--- config.mk ---
export PLATFORM = sky130hd
export DESIGN_NAME = ds18b20_sequencer_flat
export DESIGN_NICKNAME = d
export VERILOG_FILES = /design/src/rtl/ds18b20_pkg.sv /design/src/rtl/ds18b20_sequencer_if.sv /design/src/rtl/cyc_timer.sv /design/src/rtl/ds18b20_sequencer.sv /design/src/flat_wrapper.sv
export SDC_FILE = /design/constraint.sdc
export NUM_CORES = 1
export LEC_CHECK = 0
export ABC_AREA = 1
export CAP_MARGIN = 20
export CORE_ASPECT_RATIO = 0.9
export CORE_MARGIN = 1.5
export CORE_UTILIZATION = 44
export CTS_BUF_LIST = sky130_fd_sc_hd__clkbuf_8
export CTS_CLUSTER_DIAMETER = 30
export CTS_CLUSTER_SIZE = 10
export DETAILED_ROUTE_END_ITERATION = 10
export GPL_ROUTABILITY_DRIVEN = 0
export PLACE_DENSITY_LB_ADDON = 0.2
export SYNTH_ARGS = -nofsm -noshare
export SYNTH_HDL_FRONTEND = slang
export SYNTH_SLANG_ARGS = --single-unit
--- constraint.sdc ---
create_clock -name i_clk -period 1.9 [get_ports i_clk]
set_input_delay 0.19 -clock i_clk [delete_from_list [all_inputs] [get_ports i_clk]]
set_output_delay 0.19 -clock i_clk [all_outputs]
set_load 0.01 [all_outputs]
--- src/rtl/ds18b20_pkg.sv ---
// Shared definitions for the DS18B20 command block and its measurement sequencer:
// command codes, sequencer states, measurement steps and error codes.
package ds18b20_pkg;

    localparam logic [5:0] CMD_RESET_DETECT = 6'd1;
    localparam logic [5:0] CMD_CONVERT_T    = 6'd3;
    localparam logic [5:0] CMD_READ_SCRATCH = 6'd4;
    localparam logic [5:0] CMD_OUTPUT_TEMP  = 6'd5;
    localparam logic [5:0] CMD_POLL_WAIT    = 6'd6;

    localparam logic [2:0] ST_IDLE     = 3'd0;
    localparam logic [2:0] ST_ISSUE    = 3'd1;
    localparam logic [2:0] ST_WAIT_IRQ = 3'd2;
    localparam logic [2:0] ST_DONE     = 3'd3;
    localparam logic [2:0] ST_ERROR    = 3'd4;

    typedef enum logic [2:0] {
        STEP_RESET1  = 3'd0,
        STEP_CONVERT = 3'd1,
        STEP_POLL    = 3'd2,
        STEP_RESET2  = 3'd3,
        STEP_READ    = 3'd4,
        STEP_OUTPUT  = 3'd5
    } step_e;

    localparam logic [1:0] ERR_NONE      = 2'd0;
    localparam logic [1:0] ERR_NO_DEVICE = 2'd1;
    localparam logic [1:0] ERR_TIMEOUT   = 2'd2;

    function automatic logic [5:0] step_cmd(input step_e s);
        case (s)
            STEP_RESET1:  return CMD_RESET_DETECT;
            STEP_CONVERT: return CMD_CONVERT_T;
            STEP_POLL:    return CMD_POLL_WAIT;
            STEP_RESET2:  return CMD_RESET_DETECT;
            STEP_READ:    return CMD_READ_SCRATCH;
            STEP_OUTPUT:  return CMD_OUTPUT_TEMP;
            default:      return CMD_RESET_DETECT;
        endcase
    endfunction

    function automatic logic is_reset_step(input step_e s);
        return (s == STEP_RESET1) || (s == STEP_RESET2);
    endfunction

endpackage

--- src/rtl/ds18b20_sequencer_if.sv ---
// Command/completion bus between the measurement sequencer (master) and the
// DS18B20 command block (slave).
interface ds18b20_sequencer_if;
    logic [5:0]  cmd;
    logic        cmd_en;
    logic        busy;
    logic        irq;
    logic        detect;
    logic [15:0] data;

    modport master (output cmd, cmd_en, input busy, irq, detect, data);
    modport slave  (input cmd, cmd_en, output busy, irq, detect, data);
endinterface

--- src/rtl/cyc_timer.sv ---
// Cycle counter with clear, load and count-enable (clear wins over load over
// count) and a flag that is high while the count equals TC_VAL.
module cyc_timer #(
    parameter int             W      = 8,
    parameter logic [W-1:0]   TC_VAL = '1
) (
    input  logic         clk,
    input  logic         rst_n,
    input  logic         clr,
    input  logic         load,
    input  logic [W-1:0] load_val,
    input  logic         en,
    output logic         tc
);
    logic [W-1:0] count_q, count_d;

    always_comb begin
        count_d = count_q;
        if (clr) begin
            count_d = '0;
        end else if (load) begin
            count_d = load_val;
        end else if (en) begin
            count_d = count_q + 1'b1;
        end
    end

    always_ff @(posedge clk or negedge rst_n) begin
        if (!rst_n) begin
            count_q <= '0;
        end else begin
            count_q <= count_d;
        end
    end

    assign tc = (count_q == TC_VAL);
endmodule

--- src/rtl/ds18b20_sequencer.sv ---
// Runs one DS18B20 temperature measurement (reset, convert, poll, reset, read,
// output) on a manual start or a periodic timer, and latches the result.
module ds18b20_sequencer
    import ds18b20_pkg::*;
#(
    parameter int P_PERIOD_CYC  = 12_000_000,
    parameter int P_TIMEOUT_CYC = 12_000_000
) (
    input  logic                 i_clk,
    input  logic                 i_rst_n,
    input  logic                 i_start,
    input  logic                 i_auto,
    ds18b20_sequencer_if.master  bus,
    output logic [15:0]          o_temp_raw,
    output logic [7:0]           o_temp_int,
    output logic [3:0]           o_temp_frac,
    output logic                 o_valid,
    output logic                 o_present,
    output logic                 o_error,
    output logic [1:0]           o_err_code,
    output logic                 o_busy
);
    localparam int PER_W = (P_PERIOD_CYC  > 1) ? $clog2(P_PERIOD_CYC)  : 1;
    localparam int TO_W  = (P_TIMEOUT_CYC > 1) ? $clog2(P_TIMEOUT_CYC) : 1;

    logic [2:0]  state_q, state_d;
    step_e       step_q, step_d;
    logic [5:0]  cmd_q, cmd_d;
    logic        cmd_en_q, cmd_en_d;
    logic [15:0] temp_raw_q, temp_raw_d;
    logic        present_q, present_d;
    logic [1:0]  err_code_q, err_code_d;
    logic        busy_q, busy_d;
    logic        per_tc, to_tc, start_evt;

    // A manual start and a timer expiry in the same cycle collapse into one start.
    assign start_evt = (state_q == ST_IDLE) && (i_start || (i_auto && per_tc));

    cyc_timer #(.W(PER_W), .TC_VAL(PER_W'(P_PERIOD_CYC - 1))) u_period (
        .clk      (i_clk),
        .rst_n    (i_rst_n),
        .clr      (!i_auto || start_evt || (state_q == ST_DONE) || (state_q == ST_ERROR)),
        .load     (1'b0),
        .load_val ('0),
        .en       (i_auto && (state_q == ST_IDLE)),
        .tc       (per_tc)
    );

    cyc_timer #(.W(TO_W), .TC_VAL(TO_W'(P_TIMEOUT_CYC - 1))) u_timeout (
        .clk      (i_clk),
        .rst_n    (i_rst_n),
        .clr      (state_q == ST_ISSUE),
        .load     (1'b0),
        .load_val ('0),
        .en       (state_q == ST_WAIT_IRQ),
        .tc       (to_tc)
    );

    always_comb begin
        state_d    = state_q;
        step_d     = step_q;
        cmd_d      = cmd_q;
        cmd_en_d   = 1'b0;
        temp_raw_d = temp_raw_q;
        present_d  = present_q;
        err_code_d = err_code_q;
        busy_d     = busy_q;
        case (state_q)
            ST_IDLE: begin
                if (start_evt) begin
                    step_d     = STEP_RESET1;
                    err_code_d = ERR_NONE;
                    busy_d     = 1'b1;
                    state_d    = ST_ISSUE;
                end
            end
            ST_ISSUE: begin
                // Holding here lets a block left mid-command by our own reset finish first.
                if (!bus.busy) begin
                    cmd_d    = step_cmd(step_q);
                    cmd_en_d = 1'b1;
                    state_d  = ST_WAIT_IRQ;
                end
            end
            ST_WAIT_IRQ: begin
                if (bus.irq) begin
                    if (is_reset_step(step_q)) begin
                        present_d = bus.detect;
                        if (!bus.detect) begin
                            err_code_d = ERR_NO_DEVICE;
                            state_d    = ST_ERROR;
                        end else begin
                            step_d  = step_e'(step_q + 3'd1);
                            state_d = ST_ISSUE;
                        end
                    end else if (step_q == STEP_OUTPUT) begin
                        temp_raw_d = bus.data;
                        state_d    = ST_DONE;
                    end else begin
                        step_d  = step_e'(step_q + 3'd1);
                        state_d = ST_ISSUE;
                    end
                end else if (to_tc) begin
                    err_code_d = ERR_TIMEOUT;
                    state_d    = ST_ERROR;
                end
            end
            ST_DONE, ST_ERROR: begin
                busy_d  = 1'b0;
                state_d = ST_IDLE;
            end
            default: state_d = ST_IDLE;
        endcase
    end

    always_ff @(posedge i_clk or negedge i_rst_n) begin
        if (!i_rst_n) begin
            state_q    <= ST_IDLE;
            step_q     <= STEP_RESET1;
            cmd_q      <= '0;
            cmd_en_q   <= 1'b0;
            temp_raw_q <= '0;
            present_q  <= 1'b0;
            err_code_q <= ERR_NONE;
            busy_q     <= 1'b0;
        end else begin
            state_q    <= state_d;
            step_q     <= step_d;
            cmd_q      <= cmd_d;
            cmd_en_q   <= cmd_en_d;
            temp_raw_q <= temp_raw_d;
            present_q  <= present_d;
            err_code_q <= err_code_d;
            busy_q     <= busy_d;
        end
    end

    assign bus.cmd     = cmd_q;
    assign bus.cmd_en  = cmd_en_q;
    assign o_temp_raw  = temp_raw_q;
    assign o_temp_int  = temp_raw_q[11:4];
    assign o_temp_frac = temp_raw_q[3:0];
    assign o_valid     = (state_q == ST_DONE);
    assign o_error     = (state_q == ST_ERROR);
    assign o_present   = present_q;
    assign o_err_code  = err_code_q;
    assign o_busy      = busy_q;
endmodule

--- src/flat_wrapper.sv ---
// flat-port wrapper written by rule: the top's interface ports become plain ports
module ds18b20_sequencer_flat import ds18b20_pkg::*;
#(
    parameter int P_PERIOD_CYC  = 12_000_000,
    parameter int P_TIMEOUT_CYC = 12_000_000
)
  (i_clk, i_rst_n, i_start, i_auto, o_temp_raw, o_temp_int, o_temp_frac, o_valid, o_present, o_error, o_err_code, o_busy, bus_cmd, bus_cmd_en, bus_busy, bus_irq, bus_detect, bus_data);
  ds18b20_sequencer_if bus_i ();
  input  logic i_clk;
  input  logic i_rst_n;
  input  logic i_start;
  input  logic i_auto;
  output logic [15:0] o_temp_raw;
  output logic [7:0] o_temp_int;
  output logic [3:0] o_temp_frac;
  output logic o_valid;
  output logic o_present;
  output logic o_error;
  output logic [1:0] o_err_code;
  output logic o_busy;
  output wire logic [$bits(bus_i.cmd)-1:0] bus_cmd;
  output wire logic [$bits(bus_i.cmd_en)-1:0] bus_cmd_en;
  input wire logic [$bits(bus_i.busy)-1:0] bus_busy;
  input wire logic [$bits(bus_i.irq)-1:0] bus_irq;
  input wire logic [$bits(bus_i.detect)-1:0] bus_detect;
  input wire logic [$bits(bus_i.data)-1:0] bus_data;
  assign bus_cmd = bus_i.cmd;
  assign bus_cmd_en = bus_i.cmd_en;
  assign bus_i.busy = bus_busy;
  assign bus_i.irq = bus_irq;
  assign bus_i.detect = bus_detect;
  assign bus_i.data = bus_data;
  ds18b20_sequencer #(.P_PERIOD_CYC(P_PERIOD_CYC), .P_TIMEOUT_CYC(P_TIMEOUT_CYC)) u_core (.i_clk(i_clk), .i_rst_n(i_rst_n), .i_start(i_start), .i_auto(i_auto), .bus(bus_i), .o_temp_raw(o_temp_raw), .o_temp_int(o_temp_int), .o_temp_frac(o_temp_frac), .o_valid(o_valid), .o_present(o_present), .o_error(o_error), .o_err_code(o_err_code), .o_busy(o_busy));
endmodule
# Word level (Yosys, flattened, before mapping)
# Cells that the tools add are included.
[totals]
out_inout_bits = 41
mem_bits_rw = 0
elab_cells = 86
n_memories = 0
latchBits = 0
mem_bits_ro = 0
reg_bits = 81
[classes]
order_cmp = 0
n_addsub = 3
eq_ne = 19
reduce_logical = 23
n_bitwise = 2
div_mod_pow = 0
shifts = 0
muxes = 29
mul = 0
[op_table]
columns = ["operator", "n"]
rows = [
  ["$mux 24", 4],
  ["$add 24x1->24 const B", 2],
  ["$eq 24x24->1 const B", 2],
  ["$mux 3", 11],
  ["$eq 3x2->1 const B", 4],
  ["$mux 2", 6],
  ["$pmux 3 s4", 1],
  ["$reduce_and 5->1", 2],
  ["$eq 3x3->1 const B", 3],
  ["$ne 3x2->1 const B", 3],
  ["$pmux 3 s3", 1],
  ["$reduce_bool 2->1", 4],
  ["$eq 3x1->1 const B", 2],
  ["$logic_not 3->1", 2],
  ["$ne 3x3->1 const B", 2],
  ["$pmux 3 s2", 1],
  ["$reduce_and 3->1", 2],
  ["$logic_or 1x1->1", 5],
  ["$ne 2x2->1 const B", 2],
  ["$pmux 2 s2", 1],
  ["$reduce_and 2->1", 2],
  ["$reduce_and 4->1", 1],
  ["$add 3x1->3 const B", 1],
  ["$logic_and 1x1->1", 3],
  ["6 further kinds", 9],
]

# Depth between registers and ports, before layout
[logic_depth]
word_depth = 8
ltp_mapped = 11
depth_no_buf = 11

# Cells and area by module
# A second synthesis with hierarchy kept.
[hier_totals]
cells_unflattened = 800
area_unflattened_um2 = 5390.2
[by_module_without_submodules]
columns = ["module", "area_each_um2", "instances", "cells_each", "seq_area_each_um2"]
rows = [
  ["cyc_timer", 1906.8, 2, 301, 600.6],
  ["ds18b20_sequencer", 1576.5, 1, 198, 750.7],
]

# Least setup slack after synthesis
# No wires, ideal clock.
[synth_path]
path_kind = "register to register"
startpoint = "register u_core.step_q[0]"
endpoint = "register u_core.temp_raw_q[10] (netlist: u_core.o_temp_raw[10])"
setup_ps = 125
path_slack_ps = 271
stages_incl_launch_ff = 9
path_buffers = 1
arrival_ps = 1504
period_less_slack_ps = 1629
path_cell_list = "dfrtp_1 > ha_1 > ha_1 > inv_1 > nand3_1 > inv_1 > nand2_4 > buf_6 > mux2_2"
[synth_via]
elab_chain_len = 4
elab_cells_between_ends = 6
[synth_lines]
columns = ["element", "line", "text"]
rows = [
  ["from (decl)", "ds18b20_sequencer.sv:27", "step_e step_q, step_d;"],
  ["from (signal assigned)", "ds18b20_sequencer.sv:128", "step_q <= step_d;"],
  ["$eq 3x2->1 or $logic_not 3->1 (tied branches)", "ds18b20_pkg.sv:43", "return (s == STEP_RESET1) || (s == STEP_RESET2);"],
  ["$logic_or 1x1->1", "ds18b20_pkg.sv:43", ""],
  ["$not 1->1 (no line)", "n/a", ""],
  ["$reduce_and 4->1 (no line) (*)", "n/a", ""],
  ["to (signal assigned)", "ds18b20_sequencer.sv:131", "temp_raw_q <= temp_raw_d;"],
  ["to (decl)", "ds18b20_sequencer.sv:30", "logic [15:0] temp_raw_q, temp_raw_d;"],
]
# Every way passes the cells marked *; elsewhere a longest branch is shown, timed or not.
# A chain may end at the register's enable or synchronous reset.

# Worst setup path after layout
[layout_path]
startpoint = "register u_core.state_q[0]"
endpoint = "output o_error"
[layout_via]
elab_chain_len = 1
[layout_lines]
columns = ["element", "line", "text"]
rows = [
  ["from (decl)", "ds18b20_sequencer.sv:26", "logic [2:0] state_q, state_d;"],
  ["from (signal assigned)", "ds18b20_sequencer.sv:127", "state_q <= state_d;"],
  ["$eq 3x3->1", "ds18b20_sequencer.sv:144", "assign o_error = (state_q == ST_ERROR);"],
  ["to (decl)", "flat_wrapper.sv:18", "output logic o_error;"],
]
# No other way between the ends.

==> key figures <==
Status
  • Outcome: finished clean

Clock network
  • H-tree levels: 3
  • Clock latency on the worst-skew pair: 0.35 ns
  • Number of clock sinks: 78
  • Clk root buf: clkbuf_8
  • CTS max path bufs: 2
  • CTS tree: done
  • CTS clk-pin slew, worst paths: 0.07 ns
  • CTS Buf Count: 9

Logic synthesis
  • Simple-gate share of the synthesized area: 0.305
  • Most frequent cell after synthesis: nand2_1
  • Post-synthesis sequential area ratio: 0.451
  • Post-synth top cells: nand2_1, dfrtp_1, nor2_1
  • Synth Register Bits: 78
  • Multiplexer share of the synthesized area: 0.0491
  • EDFF count, synth: 0
  • Post-synth top area share: 0.451
  • Syn Inst Count: 540
  • Main combinational cell family by area after synthesis: simple AND/OR/NAND/NOR gates
  • Largest cells by area after synthesis: dfrtp_1, nand2_1, nor2_1
  • Post-synthesis xor/xnor area fraction: 0.0223
  • Synth area leader: dfrtp_1
  • Prevailing post-synth register cell: dfrtp_1
  • Synth Cell Area: 4330 um2
  • Synth Area in Compound Gates: 0.0569
  • Async SR Flop Fraction: 1.00
  • Unique cell type count in the Yosys netlist: 37
  • Synth Warn #: 0
  • Syn_area_per_cell: 8.02 um2
  • Area share of fa/ha/maj cells after synthesis: 0.0231

Drt
  • Drt wl/cell: 12.7 um
  • Initial DRC count: 160
  • Drt pass-1 iters: 4
  • DR DRC count: 0
  • DR vias/cell: 5.00
  • Via count: 3674
  • DRT Wirelength: 9340 um
  • Remaining antenna violation count after routing: 0

Setup path
  • CP Launch Type: register
  • CP arrival: 1.63 ns
  • Worst setup path class: reg2out
  • Maximum net fanout on the critical path: 4
  • Critical path capture point type: primary output
  • Critical Path RT: 1.71 ns

Placement
  • Port Buffer Count: 60
  • Detailed placer's ending HPWL: 6860 um
  • Cell Area, Placed: 5000 um2

Die
  • Initial core utilization: 0.450
  • I/O Pins: 64
  • Core Area: 9610 um2
  • Die area: 10400 um2
  • Die Span X: 108 um
  • Rows: 34
  • Die Height: 97.1 um

Final layout
  • Share of layout cells above drive strength 1: 0.118
  • Number of nets in the layout: 638
  • Final cell utilization of the core: 0.547
  • Fill count: 909
  • Synth-to-Final Area Change: 21.5%
  • Final instance area: 5260 um2
  • Diode count: 0
  • FF/Latch Area: 1960 um2
  • Multi-input logic area: 2010 um2

Pwr
  • Final Power: 4.55 mW
  • Leak pwr: 2.49 nW
  • Peak supply drop: 0.697 mV
  • Power per Cell Area: 865 nW/um2

Hold path
  • Hold Crit Class: in2async

Timing
  • Final Skew: 0.00376 ns
  • Post-route minimum period: 1.82 ns
  • Period utilization: 0.957
  • Rel. slew slack: 0.668
  • Final setup violation count: 0
  • Worst-Margin Slew: 0.496 ns
  • Slew Viols, Final: 0
  • Final hold violation count: 0
  • FMAX: 550 MHz

Global route
  • Antenna violations before repair: 0
  • Via count of the first global-routing pass: 3555
  • Largest net degree at the start of global routing: 35
  • First-pass GRT wire length: 16300 um
  • Gr usage total: 0.195
  • GRT overflow: 0

Run
  • Max cap viols: 0
-- cells by family after synthesis --
kind of cell	Yosys count
DFF	78
other	1
AOI/OAI and AO/OA	43
and+or+nand+nor	297
muxes	19
adders and majority gates	8
xor gates and xnor gates	11
buffers and inverters	83
-- placed cells by master, fill, tap and decap left out, types with 8 or more instances in the layout --
master and instances:
nand2_1 125, nor2_1 77, dfrtp_1 74, inv_1 60, clkdlybuf4s50_1 58, nand3_1 52, o21ai_0 25, mux2_2 18
nand4_1 16, buf_4 15, xor2_1 11, a21oi_1 10, clkbuf_8 10, ha_1 8
-- report_power, final --
group / internal, mW / switching, mW / leakage, nW
logic: 0.589 / 0.832 / 1.33
registers: 1.81 / 0.131 / 1.07
clock network: 0.614 / 0.575 / 0.0953
total: 3.01 / 1.54 / 2.49
-- through the flow --
stage	setup TNS [ns]	cells	worst slack (ns)	hold slack, ns
5_1_grt	-0.0101	735	-0.0101	0.325
6_report	0	735	0.0816	0.284
3_3_place_gp	0	714	0.172	0.136
3_5_place_dp	0	714	0.133	0.136
4_1_cts	-0.0186	730	-0.0124	0.290
2_1_floorplan	0	542	0.271	-0.106
-- final timing paths --
check,start,endpoint,slack (ns),cells after the start
min in group i_clk,bus_data[9],u_core.o_temp_raw[9],0.45,2
min,i_rst_n,u_core.u_period.count_q[22],0.28,2
max in group asynchronous,i_rst_n,u_core.o_temp_raw[12],1.03,3
max,u_core.state_q[0],o_error,0.08,4
min reg2reg,u_core.o_err_code[1],u_core.o_err_code[1],0.48,2
max reg2reg,u_core.step_q[0],u_core.o_temp_raw[11],0.16,7
-- metal layers --
layer / routed length [um] / vias up / track usage
li1: - / 1845 / -
met4: 126 / 0 / 0.0617
met5: 0 / - / 0
met1: 4310 / 1754 / 0.266
met2: 4490 / 65 / 0.303
met3: 412 / 10 / 0.0516
-- final cells by class --
type | count | share of cell area
multi-input combinational | 381 | 0.381
timing repair buffer | 76 | 0.140
clock inverter | 3 | 0.00737
clock buffer | 10 | 0.0262
tap | 126 | 0.0300
inverter | 61 | 0.0435
sequential | 78 | 0.372
-- worst max-delay path, cell delays in order (launching register included) --
cell             delay, ns
dfrtp_2               0.45
nor2_4                0.15
nand2_2               0.10
inv_1                 0.06
clkdlybuf4s50_1       0.52
-- registers in the layout, indices dropped and copies added, names as in the netlist --
register,count
u_core.step_q,3
u_core.u_timeout.count_q,24
u_core.state_q,3
u_core.o_err_code,2
u_core.o_temp_raw,16
u_core.o_present,1
u_core.o_busy,1
u_core.bus.cmd,3
u_core.u_period.count_q,24
u_core.bus.cmd_en,1
-- timing repair --
| item | CTS | global route |
|---|---|---|
| gates resized for setup | 2 | 8 |
| buffers inserted | 2 | 5 |
| pin swaps | 0 | 1 |
| hold endpoints to repair | 25 | 0 |
| setup endpoints to repair | 2 | 7 |
| hold buffers | 1 | 0 |
Power figures use the tool's default switching activity.
